`config.mk`:
```
export PLATFORM = sky130hd
export DESIGN_NAME = sipo_loader
export DESIGN_NICKNAME = d
export VERILOG_FILES = /design/src/rtl/sipo_loader_pkg.sv /design/src/rtl/sipo_loader_mask.sv /design/src/rtl/sipo_loader.sv
export SDC_FILE = /design/constraint.sdc
export NUM_CORES = 1
export LEC_CHECK = 0
export CAP_MARGIN = 10
export CORE_MARGIN = 3
export CORE_UTILIZATION = 45
export DETAILED_ROUTE_END_ITERATION = 6
export GPL_TIMING_DRIVEN = 0
export PLACE_DENSITY = 0.85
export SETUP_SLACK_MARGIN = 0.1
export SLEW_MARGIN = 20
export SYNTH_ARGS = -nofsm -noshare
export SYNTH_HDL_FRONTEND = slang
export SYNTH_SLANG_ARGS = --single-unit
```
`constraint.sdc`:
```
create_clock -name clk -period 8.4 [get_ports clk]
set_input_delay 2.52 -clock clk [delete_from_list [all_inputs] [get_ports clk]]
set_output_delay 2.52 -clock clk [all_outputs]
set_load 0.01 [all_outputs]
```
`src/rtl/sipo_loader_pkg.sv`:
```
// ============================================================================
// Module : aes_pkg
// Shared state encoding and default widths for the sipo_loader block buffer.
// Rev    : 1.0
// ============================================================================
`default_nettype none

package aes_pkg;

    localparam int C_R_DATA_WIDTH_DEF = 32;
    localparam int C_N_REG_DEF        = 8;

    localparam logic [1:0] C_ST_IDLE = 2'd0;
    localparam logic [1:0] C_ST_FILL = 2'd1;
    localparam logic [1:0] C_ST_FULL = 2'd2;

    typedef enum logic [1:0] {
        IDLE = C_ST_IDLE,
        FILL = C_ST_FILL,
        FULL = C_ST_FULL
    } state_t;

endpackage

`default_nettype wire

```
`src/rtl/sipo_loader_mask.sv`:
```
// ============================================================================
// Module : sipo_mask
// Written-word mask register with popcount and next-cycle all-ones detect.
// Rev    : 1.0
// ============================================================================
`default_nettype none

module sipo_mask
    import aes_pkg::*;
#(
    parameter int N_REG      = C_N_REG_DEF,
    parameter int N_REG_BITS = (N_REG == 1) ? 1 : $clog2(N_REG)
) (
    input  logic                  clk,
    input  logic                  rst,
    input  logic                  i_clr,
    input  logic                  i_set_en,
    input  logic [N_REG_BITS-1:0] i_set_idx,
    output logic [N_REG_BITS:0]   o_count,
    output logic                  o_next_full
);

    logic [N_REG-1:0] r_mask;
    logic [N_REG-1:0] w_set;
    logic [N_REG-1:0] w_mask_next;

    always_comb begin
        w_set = '0;
        for (int i = 0; i < N_REG; i++) begin
            w_set[i] = i_set_en && (i_set_idx == N_REG_BITS'(i));
        end
    end

    // A clear and a set in the same cycle leave only the newly set bit.
    assign w_mask_next = (i_clr ? '0 : r_mask) | w_set;
    assign o_next_full = &w_mask_next;

    always_ff @(posedge clk) begin
        if (rst) begin
            r_mask <= '0;
        end else begin
            r_mask <= w_mask_next;
        end
    end

    always_comb begin
        o_count = '0;
        for (int i = 0; i < N_REG; i++) begin
            o_count = o_count + (N_REG_BITS + 1)'(r_mask[i]);
        end
    end

endmodule

`default_nettype wire

```
`src/rtl/sipo_loader.sv`:
```
// ============================================================================
// Module : sipo_loader
// Assembles addressed words into an N_REG-word block; optional write lock in
// FULL via SIPO_LOADER_LOCK_EN.
// Rev    : 1.0
// ============================================================================
`default_nettype none

module sipo_loader
    import aes_pkg::*;
#(
    parameter int R_DATA_WIDTH = C_R_DATA_WIDTH_DEF,
    parameter int N_REG        = C_N_REG_DEF,
    parameter int N_REG_BITS   = (N_REG == 1) ? 1 : $clog2(N_REG)
) (
    input  logic                          clk,
    input  logic                          rst,
    input  logic                          clear,
    input  logic                          write,
    input  logic [N_REG_BITS-1:0]         addr,
    input  logic [R_DATA_WIDTH-1:0]       din,
    input  logic                          consume,
    output logic [R_DATA_WIDTH*N_REG-1:0] dout,
    output logic                          full,
    output logic [N_REG_BITS:0]           count,
    output logic                          wr_err
);

    state_t r_state;
    state_t w_state_next;

    logic [R_DATA_WIDTH*N_REG-1:0] r_dout;
    logic                          r_wr_err;
    logic                          w_in_range;
    logic                          w_locked;
    logic                          w_consume;
    logic                          w_valid_wr;
    logic                          w_next_full;

    assign w_in_range = ({1'b0, addr} < (N_REG_BITS + 1)'(N_REG));
    assign w_consume  = consume && (r_state == FULL);

`ifdef SIPO_LOADER_LOCK_EN
    // A consume in the same cycle releases the lock before the write lands.
    assign w_locked = (r_state == FULL) && !consume;
`else
    assign w_locked = 1'b0;
`endif

    assign w_valid_wr = write && w_in_range && !w_locked && !clear;

    sipo_mask #(
        .N_REG      (N_REG),
        .N_REG_BITS (N_REG_BITS)
    ) u_mask (
        .clk         (clk),
        .rst         (rst),
        .i_clr       (clear || w_consume),
        .i_set_en    (w_valid_wr),
        .i_set_idx   (addr),
        .o_count     (count),
        .o_next_full (w_next_full)
    );

    always_ff @(posedge clk) begin
        if (rst) begin
            r_state <= IDLE;
        end else begin
            r_state <= w_state_next;
        end
    end

    always_comb begin
        w_state_next = r_state;
        if (clear) begin
            w_state_next = IDLE;
        end else begin
            case (r_state)
                IDLE: begin
                    if (w_valid_wr) begin
                        w_state_next = w_next_full ? FULL : FILL;
                    end
                end
                FILL: begin
                    if (w_valid_wr && w_next_full) begin
                        w_state_next = FULL;
                    end
                end
                FULL: begin
                    if (consume) begin
                        if (w_valid_wr) begin
                            w_state_next = w_next_full ? FULL : FILL;
                        end else begin
                            w_state_next = IDLE;
                        end
                    end
                end
                default: w_state_next = IDLE;
            endcase
        end
    end

    generate
        for (genvar gi = 0; gi < N_REG; gi++) begin : g_word
            always_ff @(posedge clk) begin
                if (rst || clear) begin
                    r_dout[R_DATA_WIDTH*gi +: R_DATA_WIDTH] <= '0;
                end else if (w_valid_wr && (addr == N_REG_BITS'(gi))) begin
                    r_dout[R_DATA_WIDTH*gi +: R_DATA_WIDTH] <= din;
                end
            end
        end
    endgenerate

    always_ff @(posedge clk) begin
        if (rst) begin
            r_wr_err <= 1'b0;
        end else begin
            r_wr_err <= write && !clear && (!w_in_range || w_locked);
        end
    end

    assign dout   = r_dout;
    assign full   = (r_state == FULL);
    assign wr_err = r_wr_err;

endmodule

`default_nettype wire

```
==> impl_metrics.ini, run 1 <==
[route]
first_pass_iters = 5
postRouteAntennaNets = 0
wl_um = 34100
first_iter_violations = 558
vias_per_cell = 5.28
drc = 0
vias = 9606
wire_per_inst_um = 18.7

[yosys]
synth_cell_type_count = 34
ys_seq_area_share_pct = 55.5
syn_inst = 1236
synth_area_leader_cell = dfxtp_1
synth_area_um2 = 9600
synth_seq_cells = 266
synthArstFlopShare_pct = 0
synth_edf_count = 0
syn-mean-instance-area_um2 = 7.76
synth_nets = 1283
synthFlopType = dfxtp_1
synth.area.top_cells = dfxtp_1 (55%), nand2_1 (20%), a21oi_1 (13%), clkbuf_1 (3.1%), clkbuf_2 (1.7%)
synth_warnings = 0
synth_top_area_share_pct = 55.5

[timing]
finalCriticalPeriod_ns = 6.12
slew_viol_final = 0
worst_pin_slew_ns = 0.884
setup_viol = 0
final_hold_viol_count = 0
max_freq_ghz = 0.163
rsz0062_at_grt = false
finalSetupTns_ns = 0
period_share_pct = 72.9
slew-limit-headroom_pct = 41.1
clock_skew_ns = 0.00637

[final_layout]
fillers = 1715
syn2layout_area_growth_pct = 40.6
regArea_um2 = 5330
layout_commonest_cell = nand2_1
final_cell_mix = nand2_1 (514), clkdlybuf4s50_1 (267), dfxtp_1 (266)
num_antenna_cells = 0
finish.net_count = 1579
utilization_pct = 65.6
multiInputGateArea_um2 = 3700
final_layout_size_suffix_gt1_share_pct = 5.87

[placement]
place_congestion = 0.847
dp_hpwl_um = 24700
port_buffers = 267

[clocking]
clk_latency_ns = 0.53
cts_buffers = 27
hold_buffers = 0
cts_root_buf = clkbuf_16
cts_tree = yes
cts_sinks = 266
post_cts_buffers = 0
clkSlewWorstSetupHoldPaths_ns = 0.06
cts.repair.resized = 0
clockBufferDepth = 3
htreeDepth = 1

[die]
die_area_um2 = 23100
start_util_pct = 46.7
die_w_um = 152
pin_count = 302
die_h_um = 152
core.rowCount = 52
core_um2 = 20600

[hold_path]
min_path_type = reg2reg
min_from = dout[156]$_SDFFE_PP0P_

[worst_setup_path]
r2r_start = r_state[0]$_SDFFE_PP0P_
cp_slowest_stage_delay_ns = 0.56
crit_fanout = 2
required_ns = 5.88
cp.arrival_ns = 3.60
reg2regPathDepth = 6
critPathCaptureType = output pin
r2r-end = r_state[1]$_SDFFE_PP0P_
cp-endpoint = count[2]
path_common_cell = fa_1
cp_cell_sequence = ha_1 > inv_1 > fa_1 > fa_1 > fa_1 > fa_1 > xnor2_1 > clkdlybuf4s50_1
r2r_setup_slack_ns = 6.34
startpoint = u_mask.r_mask[1]$_SDFF_PP0_
worstSetupStartpointType = flop
cpMaxStageDelayCell = clkdlybuf4s50_1
crit_type = reg2out

[grt]
grt_pass1_wl_um = 51900
grt_overflow = 0
antenna_found_initial = 0
grt_pass1_vias = 9254
grt_usage_pct = 27.8
grt_max_degree = 14

[pwr]
peakVddDrop_mv = 0.145
powerDensity_nw_per_um2 = 192
p_leak_nw = 4.31

[outcome]
status = complete, no violations

[run]
cap_violations = 0
==> per-stage QoR <==
step	total power, mW	std cells	setup slack (ns)	hold WS [ns]	area, um2
global route	2.65	1819	2.12	0.469	13500
CTS	2.59	1819	2.25	0.453	13500
global placement	1.42	1773	2.85	0.441	12600
detailed placement	1.42	1773	2.82	0.446	12600
floorplan	1.37	1236	3.36	0.481	9600
finish	2.59	1819	2.28	0.453	13500
==> cells in the mapped netlist (2+ instances only) <==
cell type and instances:
nand2_1 514, dfxtp_1 266, a21oi_1 256, clkbuf_1 79, clkbuf_2 32, inv_1 14, nor2_1 10, or2_2 9
nor2b_1 8, buf_1 7, o32ai_1 6, fa_1 4, buf_2 3, ha_1 3, nand2b_1 3, nor2_4 2
nor3_1 2, o2111ai_1 2
==> sequential cells by signal (all words and copies together) (netlist names) <==
register       flops
dout             256
u_mask.r_mask      8
r_state            2
==> cell type report <==
type	count	area share [%]
well taps	270	2.50
inverters	14	0.390
clock buffers	40	6.04
flip-flops and latches	266	39.5
clock inverters	6	0.501
plain buffers	123	3.83
repair buffers	267	19.8
multi-input cells	833	27.4
==> how the worst min path moves through the flow <==
stage / cells after the start / to
CTS: 2 / dout[206]$_SDFFE_PP0P_
global placement: 2 / dout[100]$_SDFFE_PP0P_
floorplan: 2 / dout[0]$_SDFFE_PP0P_
detailed placement: 2 / dout[18]$_SDFFE_PP0P_
finish: 2 / dout[156]$_SDFFE_PP0P_
global route: 2 / dout[100]$_SDFFE_PP0P_
==> worst max-delay path: cells and delay by family, from the launching register on <==
kind | cells | cell delay [ns]
fa+ha+maj | 5 | 2.00
buf+inv | 2 | 0.61
flops | 1 | 0.32
xor+xnor | 1 | 0.14
==> per-layer routing <==
layer  GRT usage, %  part of all wire [%]
met1           33.0                    39
met2           48.4                    48
met3           7.08                   8.2
met4           10.7                   4.4
met5              0                     0
==> power breakdown <==
group,switching (mW),internal (mW),leakage (nW)
logic,0.0895,0.0338,1.73
registers,0.00380,1.27,2.14
clock network,0.492,0.698,0.435
total,0.585,2.00,4.31
==> cells by family (layout without fill, tap and decap cells) <==
logic type      Yosys count  count (layout)  synth area share [%]
flops                   266             266                  55.5
simple gates            556             556                  22.8
buf+inv                 137             450                  5.93
other cells               1               1                0.0391
compound gates          268             268                  14.5
fa+ha+maj                 7               7                  1.23
xor+xnor                  1               1                0.0913
(Power assumes the default switching activity.)
==> run 2: changes to the inputs <==
--- a/config.mk
+++ b/config.mk
@@ -7,10 +7,10 @@
 export LEC_CHECK = 0
 export CAP_MARGIN = 10
 export CORE_MARGIN = 3
-export CORE_UTILIZATION = 45
+export CORE_UTILIZATION = 42
 export DETAILED_ROUTE_END_ITERATION = 6
 export GPL_TIMING_DRIVEN = 0
-export PLACE_DENSITY = 0.85
+export PLACE_DENSITY = 0.83
 export SETUP_SLACK_MARGIN = 0.1
 export SLEW_MARGIN = 20
 export SYNTH_ARGS = -nofsm -noshare
==> constraint.sdc (replaced) <==
create_clock -name clk -period 5 [get_ports clk]
set_input_delay 1.5 -clock clk [delete_from_list [all_inputs] [get_ports clk]]
set_output_delay 1.5 -clock clk [all_outputs]
set_load 0.01 [all_outputs]
==> run 2 against run 1 <==
Sequential power increased by 69%. Cell count rose by 0.66%. Total power grew 72%. Die area grew 6.9%. Final area increased by 0.46%. Hold slack got worse by 0.00080 ns. Clock power rose by 77%. Critical endpoint unchanged. Largest power group unchanged.
==> impl_metrics.ini, run 2 (same netlist as run 1, synthesis figures left out) <==
[die]
start_util_pct = 43.3
core.rowCount = 54
pin_count = 302
die_area_um2 = 24700
core_um2 = 22200
die_h_um = 157
die_w_um = 157

[worst_setup_path]
cp.arrival_ns = 3.27
critPathCaptureType = output pin
cpMaxStageDelayCell = fa_1
crit_type = reg2out
cp_cell_sequence = ha_1 > inv_1 > fa_1 > fa_1 > fa_2 > fa_1 > xnor2_1 > clkdlybuf4s15_1
reg2regPathDepth = 6
crit_buf_inv = 2
cp.depth = 8
r2r_setup_slack_ns = 3.06
required_ns = 3.50
crit_family = adder cells
path_common_cell = fa_1
cp_slowest_stage_delay_ns = 0.49
worstSetupStartpointType = flop
crit_fanout = 2

[placement]
place_congestion = 0.842
dp_hpwl_um = 25100
place_inst = 1783
port_buffers = 267
place_ws_ns = 0.417

[final_layout]
final_layout_size_suffix_gt1_share_pct = 5.87
largest_reg_flops = 256
utilization_pct = 61.2
fin_cells = 1831
syn2layout_area_growth_pct = 41.2
layout_commonest_cell = nand2_1
final_cell_mix = nand2_1 (514), dfxtp_1 (266), clkdlybuf4s50_1 (265)
num_antenna_cells = 0
finish.net_count = 1579

[timing]
finalSetupTns_ns = 0
period_share_pct = 95.4
setup_viol = 0
max_freq_ghz = 0.210
final_hold_viol_count = 0
slew-limit-headroom_pct = 42.6
clock_skew_ns = 0.00477
worst_slack_ns = 0.230
worst_pin_slew_ns = 0.860
rsz0062_at_grt = false
slew_viol_final = 0
finalCriticalPeriod_ns = 4.77

[route]
wl_um = 34600
first_iter_violations = 644
drc = 0
wire_per_inst_um = 18.9
vias = 9529
first_pass_iters = 5
postRouteAntennaNets = 0
vias_per_cell = 5.20

[grt]
antenna_found_initial = 0
grt_pass1_vias = 9093
grt_max_degree = 14
grt_pass1_wl_um = 51200
grt_overflow = 0
grt_usage_pct = 26.7

[clocking]
clkSlewWorstSetupHoldPaths_ns = 0.06
htreeDepth = 1
cts_buffers = 27
clockBufferDepth = 3
cts_tree = yes
cts_sinks = 266
clk_latency_ns = 0.52
cts_root_buf = clkbuf_16
hold_buffers = 0

[run]
cap_violations = 0

[pwr]
powerDensity_nw_per_um2 = 329
peakVddDrop_mv = 0.227
p_leak_nw = 4.34

[hold_path]
min_path_type = reg2reg
hold_depth = 2

[outcome]
status = complete, no violations
## run 2: cell types whose count changed in the layout (fill, tap and decap cells not counted), sizes merged
cell,change
inv,-1
bufinv,+3
dlygate4sd2,+1
clkdlybuf4s50,-2
clkdlybuf4s15,+1
## run 2: what timing repair did
item	4_1_cts	5_1_grt
setup endpoints to repair	2	1
pin swaps	0	0
gates resized for setup	3	1
buffers inserted	0	0
## run 2: final timing paths
| path | from | endpoint |
|---|---|---|
| setup / recovery | u_mask.r_mask[1]$_SDFF_PP0_ | count[2] |
| hold / removal | dout[129]$_SDFFE_PP0P_ | dout[129]$_SDFFE_PP0P_ |
| setup reg to reg | r_state[0]$_SDFFE_PP0P_ | r_state[1]$_SDFFE_PP0P_ |
| hold reg to reg | dout[129]$_SDFFE_PP0P_ | dout[129]$_SDFFE_PP0P_ |
## run 2: power breakdown
group          internal, mW  total, mW  switching, mW
Combinational        0.0568      0.210          0.153
Clock                  1.29       2.11          0.821
Sequential             2.13       2.14        0.00625
## run 2: routing by layer
layer | vias to the layer above | part of all wire, % | GRT usage, %
met5 | - | 0 | 0
met4 | 0 | 3.8 | 11.4
met3 | 81 | 8.6 | 6.57
met2 | 432 | 47 | 45.2
met1 | 4490 | 40 | 32.4
li1 | 4526 | - | -
## run 2: area by class of cell
cell class,instances,area [um2]
clock buffers,40,785
inverters,14,52.6
repair buffers,267,2670
flip-flops and latches,266,5330
plain buffers,123,517
fillers,1964,8610
well taps,280,350
multi-input cells,833,3700
clock inverters,8,146
## run 2: through the flow
| stage | hold slack, ns | cell area (um2) | power, mW |
|---|---|---|---|
| after global placement | 0.441 | 12600 | 2.39 |
| after CTS | 0.454 | 13600 | 4.49 |
| after global routing | 0.470 | 13600 | 4.59 |
| after floorplan | 0.481 | 9600 | 2.29 |
| after detailed placement | 0.446 | 12600 | 2.39 |
| final | 0.452 | 13600 | 4.45 |
## run 2: worst min-delay path, stage by stage (launching register included)
cell and delay, ns:
dfxtp_1 0.31, nand2_1 0.05, a21oi_1 0.05
